$ cat src/rtl/cart_bus_master.sv
// cart_bus_master: console-side initiator for the cartridge bus.
// Turns a command/response handshake into timed nSel/nIO/nOE/nWE cycles
// and generates the free-running SClk cartridge clock.
// Optional multi-beat auto-increment build: define CART_BUS_AUTOINC_EN.
//
// state    | meaning
// ---------+--------------------------------------------------------------
// S_IDLE   | bus released, CmdReady high, waiting for a command
// S_SETUP  | nSel/nIO/address (and write data) valid ahead of the strobe
// S_STROBE | nOE (read) or nWE (write) low; read data sampled on last cycle
// S_HOLD   | strobe released, select/address/data still held
// S_GAP    | one released cycle between auto-increment beats
module cart_bus_master #(
    parameter int SETUP_CYC  = 2,
    parameter int STROBE_CYC = 4,
    parameter int HOLD_CYC   = 1,
    parameter int SCLK_DIV   = 32
) (
    input  logic        FastClk,
    input  logic        nReset,
    input  logic        CmdValid,
    output logic        CmdReady,
    input  logic        CmdWrite,
    input  logic        CmdIO,
    input  logic        CmdByte,
    input  logic [19:0] CmdAddr,
    input  logic [15:0] CmdData,
    input  logic [7:0]  CmdCount,
    output logic        RspValid,
    output logic [15:0] RspData,
    output logic [19:0] Addr,
    output logic [15:0] DataOut,
    output logic        DataOELo,
    output logic        DataOEHi,
    input  logic [15:0] DataIn,
    output logic        nSel,
    output logic        nIO,
    output logic        nOE,
    output logic        nWE,
    output logic        SClk
);

    localparam int MAX_A = (SETUP_CYC > STROBE_CYC) ? SETUP_CYC : STROBE_CYC;
    localparam int MAX_PH = (MAX_A > HOLD_CYC) ? MAX_A : HOLD_CYC;
    localparam int CW = $clog2(MAX_PH + 1);
    localparam int SW = $clog2(SCLK_DIV + 1);

    localparam logic [2:0] S_IDLE   = 3'd0;
    localparam logic [2:0] S_SETUP  = 3'd1;
    localparam logic [2:0] S_STROBE = 3'd2;
    localparam logic [2:0] S_HOLD   = 3'd3;
    localparam logic [2:0] S_GAP    = 3'd4;

    logic [2:0]    state_q, state_d;
    logic [CW-1:0] cnt_q, cnt_d;
    logic          wr_q, wr_d;
    logic          io_q, io_d;
    logic          byte_q, byte_d;
    logic [19:0]   addr_q, addr_d;
    logic [15:0]   dout_q, dout_d;
    logic [15:0]   cap_q, cap_d;
    logic [7:0]    beats_q, beats_d;
    logic          rsp_v_q, rsp_v_d;
    logic [15:0]   rsp_data_q, rsp_data_d;
    logic [SW-1:0] sclk_cnt_q;
    logic          sclk_q;
    logic          busy;
    logic [19:0]   addr_next;

`ifdef CART_BUS_AUTOINC_EN
    logic [7:0] beats_load;
    assign beats_load = CmdCount;
`else
    logic [7:0] beats_load;
    logic       unused_cmd_count;
    assign beats_load       = 8'd0;
    assign unused_cmd_count = ^CmdCount;
`endif

    // IO addresses only ever carry 8 significant bits, so they wrap there.
    assign addr_next = io_q ? {12'h000, addr_q[7:0] + 8'd1}
                            : addr_q + (byte_q ? 20'd1 : 20'd2);

    // Next-state, phase timer and command/response bookkeeping.
    always_comb begin
        state_d    = state_q;
        cnt_d      = cnt_q;
        wr_d       = wr_q;
        io_d       = io_q;
        byte_d     = byte_q;
        addr_d     = addr_q;
        dout_d     = dout_q;
        cap_d      = cap_q;
        beats_d    = beats_q;
        rsp_v_d    = 1'b0;
        rsp_data_d = rsp_data_q;
        case (state_q)
            S_IDLE: begin
                if (CmdValid) begin
                    wr_d    = CmdWrite;
                    io_d    = CmdIO;
                    byte_d  = CmdByte;
                    addr_d  = CmdIO ? {12'h000, CmdAddr[7:0]} : CmdAddr;
                    if (CmdWrite) dout_d = CmdData;
                    beats_d = beats_load;
                    cnt_d   = CW'(SETUP_CYC - 1);
                    state_d = S_SETUP;
                end
            end
            S_SETUP: begin
                if (cnt_q == '0) begin
                    cnt_d   = CW'(STROBE_CYC - 1);
                    state_d = S_STROBE;
                end else begin
                    cnt_d = cnt_q - CW'(1);
                end
            end
            S_STROBE: begin
                if (cnt_q == '0) begin
                    if (!wr_q) cap_d = DataIn;
                    cnt_d   = CW'(HOLD_CYC - 1);
                    state_d = S_HOLD;
                end else begin
                    cnt_d = cnt_q - CW'(1);
                end
            end
            S_HOLD: begin
                if (cnt_q == '0) begin
                    rsp_v_d = 1'b1;
                    if (wr_q)                rsp_data_d = 16'h0000;
                    else if (byte_q || io_q) rsp_data_d = {8'h00, cap_q[7:0]};
                    else                     rsp_data_d = cap_q;
                    if (beats_q != 8'd0) begin
                        beats_d = beats_q - 8'd1;
                        addr_d  = addr_next;
                        state_d = S_GAP;
                    end else begin
                        state_d = S_IDLE;
                    end
                end else begin
                    cnt_d = cnt_q - CW'(1);
                end
            end
            S_GAP: begin
                cnt_d   = CW'(SETUP_CYC - 1);
                state_d = S_SETUP;
            end
            default: state_d = S_IDLE;
        endcase
    end

    // Bus state registers; reset drops any in-flight access.
    always_ff @(posedge FastClk or negedge nReset) begin
        if (!nReset) begin
            state_q    <= S_IDLE;
            cnt_q      <= '0;
            wr_q       <= 1'b0;
            io_q       <= 1'b0;
            byte_q     <= 1'b0;
            addr_q     <= 20'h00000;
            dout_q     <= 16'h0000;
            cap_q      <= 16'h0000;
            beats_q    <= 8'd0;
            rsp_v_q    <= 1'b0;
            rsp_data_q <= 16'h0000;
        end else begin
            state_q    <= state_d;
            cnt_q      <= cnt_d;
            wr_q       <= wr_d;
            io_q       <= io_d;
            byte_q     <= byte_d;
            addr_q     <= addr_d;
            dout_q     <= dout_d;
            cap_q      <= cap_d;
            beats_q    <= beats_d;
            rsp_v_q    <= rsp_v_d;
            rsp_data_q <= rsp_data_d;
        end
    end

    // Free-running SClk divider, unrelated to bus activity.
    always_ff @(posedge FastClk or negedge nReset) begin
        if (!nReset) begin
            sclk_cnt_q <= SW'(SCLK_DIV - 1);
            sclk_q     <= 1'b0;
        end else if (sclk_cnt_q == '0) begin
            sclk_cnt_q <= SW'(SCLK_DIV - 1);
            sclk_q     <= ~sclk_q;
        end else begin
            sclk_cnt_q <= sclk_cnt_q - SW'(1);
        end
    end

    assign busy     = (state_q == S_SETUP) || (state_q == S_STROBE) || (state_q == S_HOLD);
    assign CmdReady = (state_q == S_IDLE);
    assign nSel     = ~busy;
    assign nIO      = busy ? ~io_q : 1'b1;
    assign nOE      = ~((state_q == S_STROBE) && !wr_q);
    assign nWE      = ~((state_q == S_STROBE) && wr_q);
    assign DataOELo = busy && wr_q;
    assign DataOEHi = busy && wr_q && !byte_q && !io_q;
    assign Addr     = addr_q;
    assign DataOut  = dout_q;
    assign RspValid = rsp_v_q;
    assign RspData  = rsp_data_q;
    assign SClk     = sclk_q;

endmodule

$ cat config.mk
export PLATFORM = sky130hd
export DESIGN_NAME = cart_bus_master
export DESIGN_NICKNAME = d
export VERILOG_FILES = /design/src/rtl/cart_bus_master.sv
export SDC_FILE = /design/constraint.sdc
export NUM_CORES = 1
export LEC_CHECK = 0
export ABC_CLOCK_PERIOD_IN_PS = 2600
export BUFFER_PORTS_ARGS = -buffer_cell sky130_fd_sc_hd__buf_4
export CORE_MARGIN = 2
export CORE_UTILIZATION = 40
export DETAILED_ROUTE_END_ITERATION = 10
export SLEW_MARGIN = 20
export SYNTH_ARGS = -nofsm -noshare
export SYNTH_HDL_FRONTEND = slang
export SYNTH_SLANG_ARGS = --single-unit
$ cat constraint.sdc
create_clock -name FastClk -period 2.6 [get_ports FastClk]
set_input_delay 0.52 -clock FastClk [delete_from_list [all_inputs] [get_ports FastClk]]
set_output_delay 0.52 -clock FastClk [all_outputs]
set_load 0.1 [all_outputs]
==> flow_summary.ini <==
[outcome]
status = finished, final reports clean

[pwr]
p_leak_nw = 2.90
cellPowerDensity_nw_per_um2 = 490
vdd.ir_drop.worst_mv = 0.562
total_power_mw = 3.01

[floorplanning]
coreArea_um2 = 11500
rows = 39
die_x_um = 112
num_io_pins = 127
die_y_um = 112
die_area_um2 = 12600
initial_core_util = 0.410

[setup_path]
cp_data_required_time_ps = 2080
cp_cell_sequence = nor2_1, nor2_1, and2_4, nor3b_4, buf_4
cp_top_family = simple AND/OR/NAND/NOR gates
timing.rr.end = Addr[18]
endpoint = DataOEHi
crit_slowest_cell = dfrtp_1
endpoint_kind = output port
cp_num_cells = 5
reg2reg_from = byte_q
r2r_slack_ps = 420
crit_arrival_ps = 1830
slowest_delay_ps = 540
path_max_fanout = 9
worst-path-buf-inv = 1
crit_path_start_kind = register
worst-setup-path-type = reg2out
startpoint = state_q[0]
rr_worst_depth = 6
crit_path_frequent_cell = nor2_1

[sta]
hold_violations = 0
slew_violations = 0
rsz0062_at_grt = false
tightest_slew_ps = 581
setup_viol = 0
slew-limit-headroom = 0.609
worst_clock_skew_ps = 7.35
period_share = 0.903
finalCriticalPeriod_ps = 2350
max_freq_mhz = 426

[clock_tree]
postCtsHoldBufs = 0
cts_made_buffers = 9
cts_root_buf = clkbuf_16
clkLatencyLatePin_ps = 340
tritoncts = built
h-tree-depth = 3
numClockSinks = 93
clkTransAtPathRegs_ps = 60
clockBufferDepth = 2

[place]
io_buffers = 118
dp_hpwl_um = 8620
dp.cells = 713
gp_routability_congestion = 0.882

[logic_synthesis]
synth_seq_cells = 93
synth_fp_nets = 535
yosys_warnings = 0
yosys-top-cells-area = dfrtp_1 (47%), mux2_2 (7.9%), nand2_1 (4.2%)
synth_area_per_cell_um2 = 10.2
synth-edff-count = 0
synth.most_common_cell = dfrtp_1
synth_cells = 460
synth.distinct_cells = 68
synth_area_um2 = 4700
synth_top_flop_cell = dfrtp_1
synth.largest_area_cell = dfrtp_1
synth_common_cells = dfrtp_1 (88), nand2_1 (53), mux2_2 (33), o21ai_0 (24), a21oi_1 (21)
ys_seq_area_frac = 0.496
synth_top_area_frac = 0.468
async_reset_ff_frac = 1.00

[final_layout]
drive_gt1_frac = 0.350
syn2layout_area_growth_pct = 30.3
final_util = 0.535
final_nets = 656
instances_no_fill = 729
antenna_cells = 0

[routing]
drt_iter0_markers = 228
drc = 0
drtPass1Iterations = 4
vias = 4015
ant_nets = 0
via_per_inst = 5.51
wire_per_inst_um = 16.4
wirelength_um = 11900

[grt]
grt_pass1_vias = 3878
grt-ovfl-total = 0
grtUsageTotal = 0.193
grt_pass1_wl_um = 19600
grt_max_degree = 44
antenna_found_initial = 0

[job]
max-cap-violations = 0

[hold_path]
hold_path_class = in2async
-- metal layers --
layer | GRT usage | vias to the layer above | part of all wire
met5 | 0 | - | 0
met4 | 0.0756 | 0 | 0.019
met3 | 0.0416 | 16 | 0.072
met2 | 0.290 | 157 | 0.45
met1 | 0.275 | 1913 | 0.46
li1 | - | 1929 | -
-- registers in the layout, indices dropped and copies added, names as in the netlist --
name and cells:
Addr 20, DataOut 16, RspData 16, RspValid 1, SClk 1, beats_q 8, byte_q 1, cap_q 16
cnt_q 3, io_q 1, sclk_cnt_q 6, state_q 3, wr_q 1
-- cell families after synthesis --
logic type / Yosys count / synth area share
adder cells (fa/ha/maj): 9 / 0.0255
AO/OA/AOI/OAI: 112 / 0.164
AND/OR/NAND/NOR: 161 / 0.181
flip-flops: 93 / 0.496
multiplexers: 36 / 0.0854
buffers and inverters: 44 / 0.0391
XOR/XNOR: 5 / 0.00931
-- cell usage in the layout (no fill, tap or decap), types with 12 or more instances in the layout --
cell type  count
buf_4        136
dfrtp_1       87
nand2_1       53
mux2_2        33
o21ai_0       24
a21oi_1       21
nor2_1        20
nand3_1       20
inv_1         16
nand2b_1      14
nor3_1        12
-- final cells by class --
cell class	instances	area, um^2
fill	1008	5340
clock inverter	5	58.8
sequential	93	2330
inverter	17	66.3
multi-input combinational	323	2210
tap	143	179
timing repair buffer	137	1040
clock buffer	11	243
-- timing repair --
action	in CTS	in global routing
resized for setup	0	1
setup buffers	0	0
endpoints found under the setup margin	0	1
-- how the worst min path moves through the flow --
stage / startpoint / endpoint / depth (start not counted)
after floorplan: nReset / Addr[0] / 0
after global placement: sclk_cnt_q[0] / sclk_cnt_q[0] / 1
after detailed placement: sclk_cnt_q[0] / sclk_cnt_q[0] / 1
after CTS: nReset / RspData[0] / 1
after global routing: nReset / RspData[2] / 1
final: nReset / SClk / 1
-- per-stage QoR --
step	area, um^2	setup slack, ps	hold slack, ps	setup TNS [ps]
finish	6130	253	175	0
global route	6130	82.8	218	0
CTS	6130	118	193	0
detailed placement	5830	430	441	0
global placement	5830	482	443	0
floorplan	4720	-170	224	-170
-- power breakdown --
group / total [mW] / internal [mW] / switching, mW / leakage (nW)
registers: 1.48 / 1.47 / 0.00930 / 1.12
logic: 0.197 / 0.0866 / 0.110 / 1.64
clock network: 1.33 / 0.774 / 0.561 / 0.142
Power figures use the tool's default switching activity.
